**src/rtl/fft_pkg.sv**
```systemverilog
// fft_pkg -- shared definitions for the FFT sequencer.
//   state_t : sequencer state encoding (LOAD exists only when FFT_SEQ_LOAD_EN
//             is defined).
//   bitrev  : reverses the low w bits of v (upper result bits are zero).
// Optional feature macro: FFT_SEQ_LOAD_EN.
package fft_pkg;

  typedef enum logic [2:0] {
    ST_IDLE  = 3'd0,
`ifdef FFT_SEQ_LOAD_EN
    ST_LOAD  = 3'd1,
`endif
    ST_RUN   = 3'd2,
    ST_FLUSH = 3'd3,
    ST_DONE  = 3'd4
  } state_t;

  function automatic logic [31:0] bitrev(input logic [31:0] v, input int w);
    logic [31:0] r;
    r = '0;
    for (int i = 0; i < 32; i++) begin
      if (i < w) r[w-1-i] = v[i];
    end
    return r;
  endfunction

endpackage

```
**src/rtl/fft_butterfly_adr.sv**
```systemverilog
// fft_butterfly_adr -- combinational radix-2 butterfly address generator.
//   s          : stage number (0 .. N_2-1)
//   j          : butterfly index within the stage (0 .. N/2-1)
//   ia, ib     : the two RAM addresses of the butterfly (ib = ia + 2^s)
//   twiddleadr : twiddle ROM address, (j mod 2^s) << (N_2-1-s)
module fft_butterfly_adr #(
  parameter int N_2 = 11,
  parameter int SW  = $clog2(N_2)
) (
  input  logic [SW-1:0]  s,
  input  logic [N_2-2:0] j,
  output logic [N_2-1:0] ia,
  output logic [N_2-1:0] ib,
  output logic [N_2-2:0] twiddleadr
);

  logic [N_2-1:0] span;
  logic [N_2-1:0] mask;
  logic [N_2-1:0] jx;

  always_comb begin
    span = N_2'(1) << s;
    mask = span - N_2'(1);
    jx   = {1'b0, j};
    // (j>>s)*2*span is just j with its low s bits cleared, shifted up one;
    // bit s of ia is therefore always zero, so ib can be formed with an OR.
    ia         = ((jx & ~mask) << 1) | (jx & mask);
    ib         = ia | span;
    twiddleadr = (j & mask[N_2-2:0]) << (SW'(N_2 - 1) - s);
  end

endmodule

```
**src/rtl/fft_sequencer.sv**
```systemverilog
// fft_sequencer -- control sequencer for an in-place radix-2 FFT that
// ping-pongs between two RAMs (stage s reads RAM s[0], writes the other).
//   clk, reset_n        : clock (rising edge), asynchronous active-low reset
//   start               : begin a transform (sampled in IDLE only)
//   sample_valid        : input sample strobe (used in LOAD only)
//   busy, done          : not-IDLE flag, one-cycle completion pulse
//   rdsel, we0, we1     : read RAM select and butterfly write enables
//   adr0a/b, adr1a/b    : RAM port addresses, valid in the write cycle
//   twiddleadr          : twiddle ROM address, one cycle ahead of the write
//   load_we, load_adr   : sample write strobe/bit-reversed address into RAM0
// Optional feature macro: FFT_SEQ_LOAD_EN adds the LOAD state; without it
// RAM0 is assumed preloaded in bit-reversed order.
module fft_sequencer
  import fft_pkg::*;
#(
  parameter int N_2 = 11
) (
  input  logic           clk,
  input  logic           reset_n,
  input  logic           start,
  input  logic           sample_valid,
  output logic           busy,
  output logic           done,
  output logic           rdsel,
  output logic           we0,
  output logic           we1,
  output logic [N_2-1:0] adr0a,
  output logic [N_2-1:0] adr0b,
  output logic [N_2-1:0] adr1a,
  output logic [N_2-1:0] adr1b,
  output logic [N_2-2:0] twiddleadr,
  output logic           load_we,
  output logic [N_2-1:0] load_adr
);

  localparam int   SW       = $clog2(N_2);
  localparam logic RD_FINAL = 1'(N_2 % 2);

  state_t         state;
  logic [SW-1:0]  stg;
  logic [N_2-2:0] idx;
  logic [N_2-1:0] ia_c, ib_c;
  logic [N_2-2:0] tw_c;
  logic           last_issue;

  // Issue-cycle values registered once so addresses line up with the
  // registered twiddle ROM output.
  logic           aval;
  logic [N_2-1:0] ia_q, ib_q;
  logic           s0_q;

  fft_butterfly_adr #(.N_2(N_2), .SW(SW)) u_adr (
    .s          (stg),
    .j          (idx),
    .ia         (ia_c),
    .ib         (ib_c),
    .twiddleadr (tw_c)
  );

  assign last_issue = (stg == SW'(N_2 - 1)) && (&idx);

`ifdef FFT_SEQ_LOAD_EN
  logic [N_2-1:0] cnt;
`endif

  always_ff @(posedge clk or negedge reset_n) begin
    if (!reset_n) begin
      state <= ST_IDLE;
      stg   <= '0;
      idx   <= '0;
      done  <= 1'b0;
`ifdef FFT_SEQ_LOAD_EN
      cnt   <= '0;
`endif
    end else begin
      done <= 1'b0;
      case (state)
        ST_IDLE: begin
          if (start) begin
`ifdef FFT_SEQ_LOAD_EN
            state <= ST_LOAD;
            cnt   <= '0;
`else
            state <= ST_RUN;
`endif
            stg <= '0;
            idx <= '0;
          end
        end
`ifdef FFT_SEQ_LOAD_EN
        ST_LOAD: begin
          if (sample_valid) begin
            cnt <= cnt + 1'b1;
            if (&cnt) begin
              state <= ST_RUN;
              stg   <= '0;
              idx   <= '0;
            end
          end
        end
`endif
        ST_RUN: begin
          // Counters park at zero after the last issue instead of wrapping.
          if (last_issue) begin
            state <= ST_FLUSH;
            stg   <= '0;
            idx   <= '0;
          end else if (&idx) begin
            idx <= '0;
            stg <= stg + 1'b1;
          end else begin
            idx <= idx + 1'b1;
          end
        end
        ST_FLUSH: begin
          state <= ST_DONE;
          done  <= 1'b1;
        end
        ST_DONE: state <= ST_IDLE;
        default: state <= ST_IDLE;
      endcase
    end
  end

  always_ff @(posedge clk or negedge reset_n) begin
    if (!reset_n) begin
      aval <= 1'b0;
      ia_q <= '0;
      ib_q <= '0;
      s0_q <= 1'b0;
    end else if (state == ST_RUN) begin
      aval <= 1'b1;
      ia_q <= ia_c;
      ib_q <= ib_c;
      s0_q <= stg[0];
    end else begin
      aval <= 1'b0;
      ia_q <= '0;
      ib_q <= '0;
      s0_q <= 1'b0;
    end
  end

  assign busy       = (state != ST_IDLE);
  assign twiddleadr = (state == ST_RUN) ? tw_c : '0;
  assign adr0a      = ia_q;
  assign adr1a      = ia_q;
  assign adr0b      = ib_q;
  assign adr1b      = ib_q;
  // Outside write cycles rdsel points at the RAM holding the final result.
  assign rdsel      = aval ? s0_q : RD_FINAL;
  assign we0        = aval & s0_q;
  assign we1        = aval & ~s0_q;

`ifdef FFT_SEQ_LOAD_EN
  assign load_we  = (state == ST_LOAD) && sample_valid;
  assign load_adr = N_2'(bitrev({{(32 - N_2){1'b0}}, cnt}, N_2));
`else
  logic unused_sample_valid;
  assign unused_sample_valid = sample_valid;
  assign load_we  = 1'b0;
  assign load_adr = '0;
`endif

endmodule

```
**config.mk**
```make
export PLATFORM = sky130hd
export DESIGN_NAME = fft_sequencer
export DESIGN_NICKNAME = d
export VERILOG_FILES = /design/src/rtl/fft_pkg.sv /design/src/rtl/fft_butterfly_adr.sv /design/src/rtl/fft_sequencer.sv
export SDC_FILE = /design/constraint.sdc
export NUM_CORES = 1
export LEC_CHECK = 0
export BUFFER_PORTS_ARGS = -buffer_cell sky130_fd_sc_hd__buf_4
export CAP_MARGIN = 25
export CORE_MARGIN = 2
export CORE_UTILIZATION = 29
export CTS_CLUSTER_DIAMETER = 200
export CTS_CLUSTER_SIZE = 16
export DETAILED_ROUTE_END_ITERATION = 16
export HOLD_SLACK_MARGIN = 0.06
export PLACE_DENSITY = 0.5
export SYNTH_ARGS = -nofsm -noshare
export SYNTH_HDL_FRONTEND = slang
export SYNTH_SLANG_ARGS = --single-unit
```
**constraint.sdc**
```tcl
create_clock -name clk -period 2.9 [get_ports clk]
set_input_delay 0.145 -clock clk [delete_from_list [all_inputs] [get_ports clk]]
set_output_delay 0.145 -clock clk [all_outputs]
set_load 0.01 [all_outputs]
```
======== Word level (Yosys, flattened, before mapping) ========
Cells that the tools add are included.
word-level totals
  flip-flop bits (word level) ............. 42
  input bits .............................. 4
  logic and storage cells ................. 55
operators by class
  $add $sub $neg .......................... 4
  bitwise operators ....................... 9
  reduce and logical (&&, ||, !) cells .... 8
  multiplexer cells ....................... 18
  equality and inequality tests ........... 6
  shift-type cells ........................ 2
operators by type and width
  operator                                            count
  2-to-1 mux 10 bit                                   4
  2-to-1 mux 11 bit                                   2
  OR 11 bit                                           2
  bitwise AND 10 bit                                  2
  case mux 10 bit (2 select lines)                    1
  2-to-1 mux 4 bit                                    3
  bitwise AND 10 x 11 -> 11 bit                       1
  left shift 1 x 4 -> 11 bit, first input constant    1
  subtractor 11 x 1 -> 11 bit, second input constant  1
  adder 10 x 1 -> 10 bit, second input constant       1
  NOT 10 bit                                          1
  AND reduction 10 bit                                1
  left shift 10 x 4 -> 10 bit                         1
  case mux 3 bit (3 select lines)                     1
  case mux 4 bit (2 select lines)                     1
  == test 3 x 2 -> 1 bit, second input constant       2
  2-to-1 mux 3 bit                                    2
  adder 4 x 1 -> 4 bit, second input constant         1
  == test 4 bit, second input constant                1
  2-to-1 mux 1 bit                                    4
  inequality test 2 bit, second input constant        2
  AND reduction 2 bit                                 2
  subtractor 4 bit, first input constant              1
  zero test 3 bit                                     1
  7 further kinds                                     8

======== Logic depth before layout (Yosys ltp) ========
Gate-level depths: netlist (run 1).
  word-level depth ........................ 7
  depth in mapped cells ................... 12
  mapped depth without buffers ............ 10

======== Cells and area by module ========
Synthesis (run 1) repeated with hierarchy kept, for this count alone.
unflattened totals
  cell total of the unflattened synthesis .. 352
  area, all modules ....................... 3,098.0 um^2
modules (own cells, without submodules)
  module             times used  area an instance (um^2)  cells each
  fft_sequencer      1           2,057.0                  198
  fft_butterfly_adr  1           1,041.0                  154

======== Least setup slack after synthesis (run 1) ========
OpenSTA, ideal clock, no wires.
  path type ............................... reg2out
  start point ............................. register stg[0]
  end point ............................... output twiddleadr[9]
  arrival time ............................ 3.133 ns
  buffers on the path ..................... 1
  required time ........................... 2.755 ns
  slack ................................... -0.378 ns
  cell stages (with the launch flop) ...... 12
  cells stage by stage .................... dfrtp_1 > clkbuf_1 > inv_1 > ha_1 > or3b_2 > ha_1 > nor3b_1 > a221oi_1 > mux2i_1 > nand2_1 > mux2_2 > o211ai_1
between the ends
  cells in the longest elaborated chain, start to end .. 5
  elaborated cells between the ends (all ways) .. 6
  classes of those cells .................. add/sub (2); shift (2); mux (1); bitwise (1)
RTL lines
  item                             line                     RTL
  from (decl)                      fft_sequencer.sv:40      logic [SW-1:0] stg;
  from (signal assigned)           fft_sequencer.sv:110     stg <= stg + 1'b1;
  left shift 1 x 4 -> 11 bit       fft_butterfly_adr.sv:22  span = N_2'(1) << s;
  subtractor 11 x 1 -> 11 bit      fft_butterfly_adr.sv:23  mask = span - N_2'(1);
  bitwise AND 10 bit               fft_butterfly_adr.sv:29  twiddleadr = (j & mask[N_2-2:0]) << (SW'(N_2 - 1) - s);
  left shift 10 x 4 -> 10 bit (*)  fft_butterfly_adr.sv:29
  2-to-1 mux 10 bit (*)            fft_sequencer.sv:145     assign twiddleadr = (state == ST_RUN) ? tw_c : '0;
  to (decl)                        fft_sequencer.sv:31      output logic [N_2-2:0] twiddleadr,
Mark *: on every way between the ends. The rest lies on a longest branch, timed or not.

======== Worst setup path after layout (run 1) ========
Ends and elaborated chain as after synthesis.

==> results of run 1 <==
## through the flow
| step | TNS, ns | util (%) | area (um^2) | hold slack, ns | setup slack [ns] |
|---|---|---|---|---|---|
| 6_report | -0.9044 | 39.37 | 3672 | 0.3102 | -0.3082 |
| 5_1_grt | -1.847 | 39.37 | 3672 | 0.3510 | -0.4192 |
| 4_1_cts | -0.9559 | 38.90 | 3628 | 0.3191 | -0.2127 |
| 3_5_place_dp | -0.02152 | 35.67 | 3327 | 0.1672 | -0.02152 |
| 3_3_place_gp | 0 | 35.67 | 3327 | 0.1597 | 0.02780 |
| 2_1_floorplan | 0 | - | 2889 | -0.1506 | 0.008896 |
## layout by cell type, fill, tap and decap left out, drive strengths merged, types with 7 or more instances in the layout
| cell type | synthesis | final |
|---|---|---|
| buf | 44 | 95 |
| dfrtp | 42 | 42 |
| nand2 | 39 | 39 |
| nor2 | 31 | 31 |
| o21ai | 27 | 27 |
| a21oi | 19 | 19 |
| nand3 | 13 | 13 |
| conb | 1 | 12 |
| inv | 10 | 11 |
| ha | 9 | 9 |
| a21o | 7 | 7 |
| nand2b | 7 | 7 |
| and3 | 7 | 7 |
| nor3 | 7 | 7 |
## where the power goes
| group | total, mW | internal [mW] | switching, mW |
|---|---|---|---|
| registers | 0.918 | 0.744 | 0.174 |
| logic | 1.19 | 0.587 | 0.602 |
| clock network | 0.400 | 0.172 | 0.227 |
## area by class of cell
cell class / instances / area share [%]
flip-flops and latches: 42 / 28.65
repair buffers: 96 / 20.00
well taps: 129 / 4.395
multi-input cells: 244 / 43.34
clock inverters: 3 / 0.6474
clock buffers: 5 / 1.874
inverters: 10 / 1.090
## kinds of logic after synthesis
| logic type | count (synthesis) | synth area share (%) |
|---|---|---|
| compound gates | 84 | 18.99 |
| buf+inv | 62 | 13.52 |
| xor+xnor | 9 | 2.801 |
| other cells | 1 | 0.1333 |
| flops | 42 | 37.35 |
| fa+ha+maj | 9 | 4.002 |
| simple gates | 127 | 22.10 |
| mux | 3 | 1.112 |
## flip-flops by register name, indices dropped and copies added (netlist names)
register	count
adr0a	11
adr0b	11
idx	10
stg	4
state	3
aval	1
done	1
s0_q	1
## timing repair
item	4_1_cts	5_1_grt
cloned	0	0
pin swaps	15	6
endpoints found under the setup margin	8	10
hold endpoints to repair	42	0
setup buffers	12	4
resized for setup	23	11
hold buffers	1	0
## worst max-delay path by stage
stage / startpoint / endpoint / slack, ns
2_1_floorplan: stg[0]$_DFFE_PN0P_ / twiddleadr[9] / 0.009
3_3_place_gp: stg[0]$_DFFE_PN0P_ / twiddleadr[9] / 0.03
3_5_place_dp: stg[0]$_DFFE_PN0P_ / twiddleadr[9] / -0.02
4_1_cts: stg[0]$_DFFE_PN0P_ / twiddleadr[9] / -0.21
5_1_grt: stg[0]$_DFFE_PN0P_ / twiddleadr[9] / -0.42
6_report: stg[0]$_DFFE_PN0P_ / twiddleadr[9] / -0.31
## tightest hold or removal path: stages
cell	delay (ns)
buf_4	0.08
o21ai_1	0.21
inv_1	0.14
## per-layer routing
layer	global-route usage, %	share of wire [%]	vias to the layer above
li1	-	-	1253
met1	22.31	48	1237
met2	25.34	44	91
met3	2.034	5.2	11
met4	5.641	2.2	0
met5	0	0	-
==> impl_metrics.tcl, run 1 <==
set metrics [dict create \
    synthCells 337 \
    io_buffers 61 \
    startpoint_type "flip-flop" \
    syn_area_mm2 0.002814 \
    final_cells 529 \
    dp.cells 508 \
    synth_edf_count 0 \
    r2r-start "stg[0]$_DFFE_PN0P_" \
    rsz0062_at_grt "yes" \
    design_power_total_mw 2.506 \
    cts_buffer_depth 2 \
    worst_path_largest_cell_delay_ns 0.45 \
    wl_per_cell_um 15.06 \
    cts.clk_slew.worst_paths_ns 0.10 \
    clock_latency_ns 0.31 \
    root_buffer "clkbuf_8" \
    drive_gt1_share_pct 32.75 \
    path_cells "inv_4 -> ha_4 -> or3b_4 -> ha_4 -> nor3b_4 -> a221oi_2 -> mux2i_1 -> nand2_1 -> mux2_4 -> o211ai_1 -> buf_4" \
    tightest_slew_ns 0.6810 \
    ios 75 \
    drc 0 \
    syn_avg_cell_area_um2 8.350 \
    p_leak_nw 1.699 \
    max-vdd-ir-drop_uv 253.8 \
    ys_types 52 \
    drt_iter0_markers 121 \
    min_from "start" \
    dr_total_vias 2592 \
    register_area_mm2 0.001052 \
    hold_depth 3 \
    grt_pass1_wl_um 12900 \
    reg2reg_depth 12 \
    vias_per_cell 4.900 \
    violations "negative setup slack" \
    status "finished with violations" \
    critical_path_depth 11 \
    ys.warnings.count 0 \
    worst-r2r-setup-slack_ns 0.17 \
    cts-buffers-inserted 5 \
    core_area_mm2 0.009328 \
    grt_start_max_net_pins 43 \
    dr.pass1.iters 4 \
    period_needed_ns 3.208 \
    seq_area_frac_synth_pct 37.35 \
    required_ns 2.76 \
    antenna_left 0 \
    cap_violations 0 \
    routabilityCongestion 0.8845 \
    critPathMostFrequentCell "ha_4" \
    worstReg2RegEnd "adr0b[8]$_DFF_PN0_" \
    synth_top_cell_by_area "dfrtp_1" \
    slew_viol_final 0 \
    routed_wirelength_um 7968 \
    synth_seq_cells 42 \
    htreeDepth 2 \
    start_util_pct 30.17 \
    skew_ns 0.01615 \
    finalSetupViolCount 6 \
    post_synth_main_area_contributors "dfrtp_1 (37%), buf_4 (9.3%), nand2_1 (5.1%)" \
    timing.final.hold_violations 0 \
    grt_pass1_vias 2417 \
    cp_top_family "simple AND/OR/NAND/NOR gates" \
    antenna_found_initial 0 \
    max_slew_margin_pct 54.29 \
    grt.total_usage_pct 15.93 \
    synth_most_common_cell "dfrtp_1" \
    critPathMaxFanout 6 \
    multi_input_area_mm2 0.001592 \
    worst_slack_ns -0.3082 \
    critical_path_class "reg -> out" \
    dpl.hpwl_um 5717 \
    die_h_um 102.5 \
    dieWidth_um 102.5 \
    async_flop_share_pct 100.0 \
    fin_nets 412 \
    insertedDiodeCount 0 \
    yosys-top-cells-count "dfrtp_1 (42), nand2_1 (38), buf_4 (35), nor2_1 (31), o21ai_0 (26)" \
    nFillCells 952 \
    hold_end "state[1]$_DFFE_PN0P_" \
    grt_overflow 0 \
    fmax_mhz 311.7 \
    cp-end-kind "output port" \
    rows 35 \
    critPathArrivalTime_ns 3.06 \
    critPathSlowestCell "dfrtp_2" \
    hp-class "in -> reg" \
    p_per_area_mw_per_mm2 682.5 \
    syn_to_final_growth_pct 30.50 \
    clock_sinks 42 \
    crit_buf_inv 2 \
    synth_flop_cell "dfrtp_1" \
    min_period_over_period_pct 110.6 \
    netlist.area_leader.share_pct 37.35 \
    cts_tree "yes" \
    die_area_mm2 0.01051 \
]
Note: power is estimated with default switching activity, not from simulation.
==> inputs of run 2 (changes only) <==
Settings changed: CORE_UTILIZATION 29 to 25, HOLD_SLACK_MARGIN 0.06 to 0.05, PLACE_DENSITY 0.5 to 0.44.
==> run 2 against run 1 <==
The run still ends with negative setup slack left. Critical path depth stayed put. Clock power is 1% higher. First-iteration DRC count grew 0.83%. Power increased by 1.0%. Largest cell class unchanged. Largest power group unchanged. Highest routed layer unchanged.
==> impl_metrics.tcl, run 2 (synthesis gave the netlist of run 1 again) <==
set metrics [dict create \
    min_period_over_period_pct 108.1 \
    cts.clk_slew.worst_paths_ns 0.10 \
    p_leak_nw 1.691 \
    drc 0 \
    slew_viol_final 0 \
    grt_pass1_vias 2334 \
    nFillCells 1141 \
    antenna_found_initial 0 \
    start_util_pct 25.84 \
    wl_per_cell_um 15.49 \
    drive_gt1_share_pct 32.91 \
    reg2reg_depth 11 \
    dp.cells 516 \
    cts-buffers-inserted 5 \
    vias_per_cell 4.770 \
    final_cell_mix "buf_4 (87), dfrtp_1 (42), nand2_1 (36), nor2_1 (31), o21ai_0 (19)" \
    clock_sinks 42 \
    cp_top_family "simple AND/OR/NAND/NOR gates" \
    cts_tree "yes" \
    cap_violations 0 \
    worst_path_largest_cell_delay_ns 0.42 \
    period_needed_ns 3.136 \
    timing.final.hold_violations 0 \
    hold_end "state[1]$_DFFE_PN0P_" \
    clock_latency_ns 0.30 \
    switching_power_mw 1.018 \
    ios 75 \
    fmax_mhz 318.9 \
    routed_wirelength_um 8285 \
    internal_power_mw 1.514 \
    dieWidth_um 110.1 \
    htreeDepth 2 \
    drt_iter0_markers 122 \
    status "finished with violations" \
    hold_depth 3 \
    pwr-share-comb_pct 47.8 \
    grt_start_max_net_pins 43 \
    insertedDiodeCount 0 \
    root_buffer "clkbuf_8" \
    hp-class "in -> reg" \
    pwr-share-clk_pct 15.9 \
    die_h_um 110.1 \
    worst-r2r-setup-slack_ns 0.33 \
    antenna_left 0 \
    hold-worst-slack_ns 0.3349 \
    die_area_mm2 0.01212 \
    routabilityCongestion 0.8403 \
    path_cells "inv_4 -> ha_4 -> or3b_4 -> ha_4 -> nor3b_1 -> a221oi_2 -> mux2i_2 -> nand2_1 -> mux2_4 -> o211ai_1 -> buf_4" \
    syn_to_final_growth_pct 31.30 \
    critPathArrivalTime_ns 2.99 \
    max_slew_margin_pct 53.44 \
    critPathMostFrequentCell "ha_4" \
    fin_nets 407 \
    dpl.hpwl_um 5888 \
    p_per_area_mw_per_mm2 685.1 \
    rows 38 \
    grt.total_usage_pct 13.68 \
    startpoint_type "flip-flop" \
    max-vdd-ir-drop_uv 291.3 \
    min_from "start" \
    final_common_cell "buf_4" \
    final_cells 535 \
    cts_buffer_depth 2 \
    worstReg2RegEnd "adr0b[8]$_DFF_PN0_" \
    critical_path_class "reg -> out" \
    dr.pass1.iters 4 \
    critPathMaxFanout 7 \
    skew_ns 0.009446 \
    critPathSlowestCell "dfrtp_1" \
    crit_buf_inv 2 \
    finalSetupViolCount 4 \
    core_area_mm2 0.01089 \
    sequentialPowerShare_pct 36.3 \
    dr_total_vias 2552 \
    cp-end-kind "output port" \
    grt_pass1_wl_um 12590 \
    p_sw_share_pct 40.20 \
    grt_overflow 0 \
    violations "negative setup slack" \
    r2r-start "stg[0]$_DFFE_PN0P_" \
    tightest_slew_ns 0.6937 \
    required_ns 2.76 \
    io_buffers 61 \
    rsz0062_at_grt "yes" \
    worst_slack_ns -0.2357 \
]
## run 2: cell count changes in the layout (fill, tap and decap cells not counted), moves of 2 or more
cell     before  now
nor3b_1       0    2
buf_4        92   87
mux2i_1       2    0
ha_1          5    3
## run 2: power by group through the flow
stage / combinational, mW / clock [mW] / sequential (mW)
CTS: 1.16 / 0.416 / 0.921
global route: 1.33 / 0.443 / 0.949
detailed placement: 1.09 / 0 / 0.934
finish: 1.21 / 0.404 / 0.918
floorplan: 0.669 / 0 / 0.916
global placement: 1.09 / 0 / 0.924
## run 2: tightest hold or removal path: stages
cell	delay, ns
buf_4	0.08
o21ai_1	0.21
inv_1	0.16
## run 2: layer usage
metal / global-route usage (%) / vias to the layer above / routed length, um
met2: 20.73 / 92 / 3750
met1: 19.88 / 1204 / 3922
met4: 4.554 / 0 / 160
met5: 0 / - / 0
met3: 1.999 / 13 / 451
li1: - / 1243 / -
## run 2: timing repair
action                                 CTS  global route
pin swaps                                9            12
buffers inserted                         6             6
cloned                                   0             0
endpoints found under the hold margin   42             0
gates resized for setup                 17            25
hold buffers                             1             0
setup endpoints to repair                8             8
## run 2: how the worst max path moves through the flow
stage | from | endpoint | slack (ns) | depth (start not counted)
after floorplan | stg[0]$_DFFE_PN0P_ | twiddleadr[9] | 0.009 | 11
after global placement | stg[1]$_DFFE_PN0P_ | twiddleadr[9] | 0.08 | 11
after detailed placement | stg[1]$_DFFE_PN0P_ | twiddleadr[9] | 0.06 | 11
after CTS | stg[0]$_DFFE_PN0P_ | twiddleadr[9] | -0.17 | 11
after global routing | stg[1]$_DFFE_PN0P_ | twiddleadr[9] | -0.36 | 11
final | stg[0]$_DFFE_PN0P_ | twiddleadr[9] | -0.24 | 11
## run 2: through the flow
step	instance area [um^2]	TNS, ns	power [mW]	util (%)	setup slack (ns)
2_1_floorplan	2889	0	1.585	-	0.008896
5_1_grt	3695	-1.270	2.726	33.93	-0.3642
6_report	3695	-0.5005	2.531	33.93	-0.2357
4_1_cts	3540	-0.5652	2.496	32.51	-0.1654
3_3_place_gp	3318	0	2.015	30.48	0.08157
3_5_place_dp	3318	0	2.028	30.48	0.06311
## run 2: final cells by class
cell class	count	area [um^2]	share of cell area (%)
well taps	140	175.2	4.741
clock buffers	5	68.82	1.863
flip-flops and latches	42	1051	28.45
repair buffers	91	696.9	18.86
inverters	10	40.04	1.084
multi-input cells	244	1638	44.33
clock inverters	3	25.02	0.6773
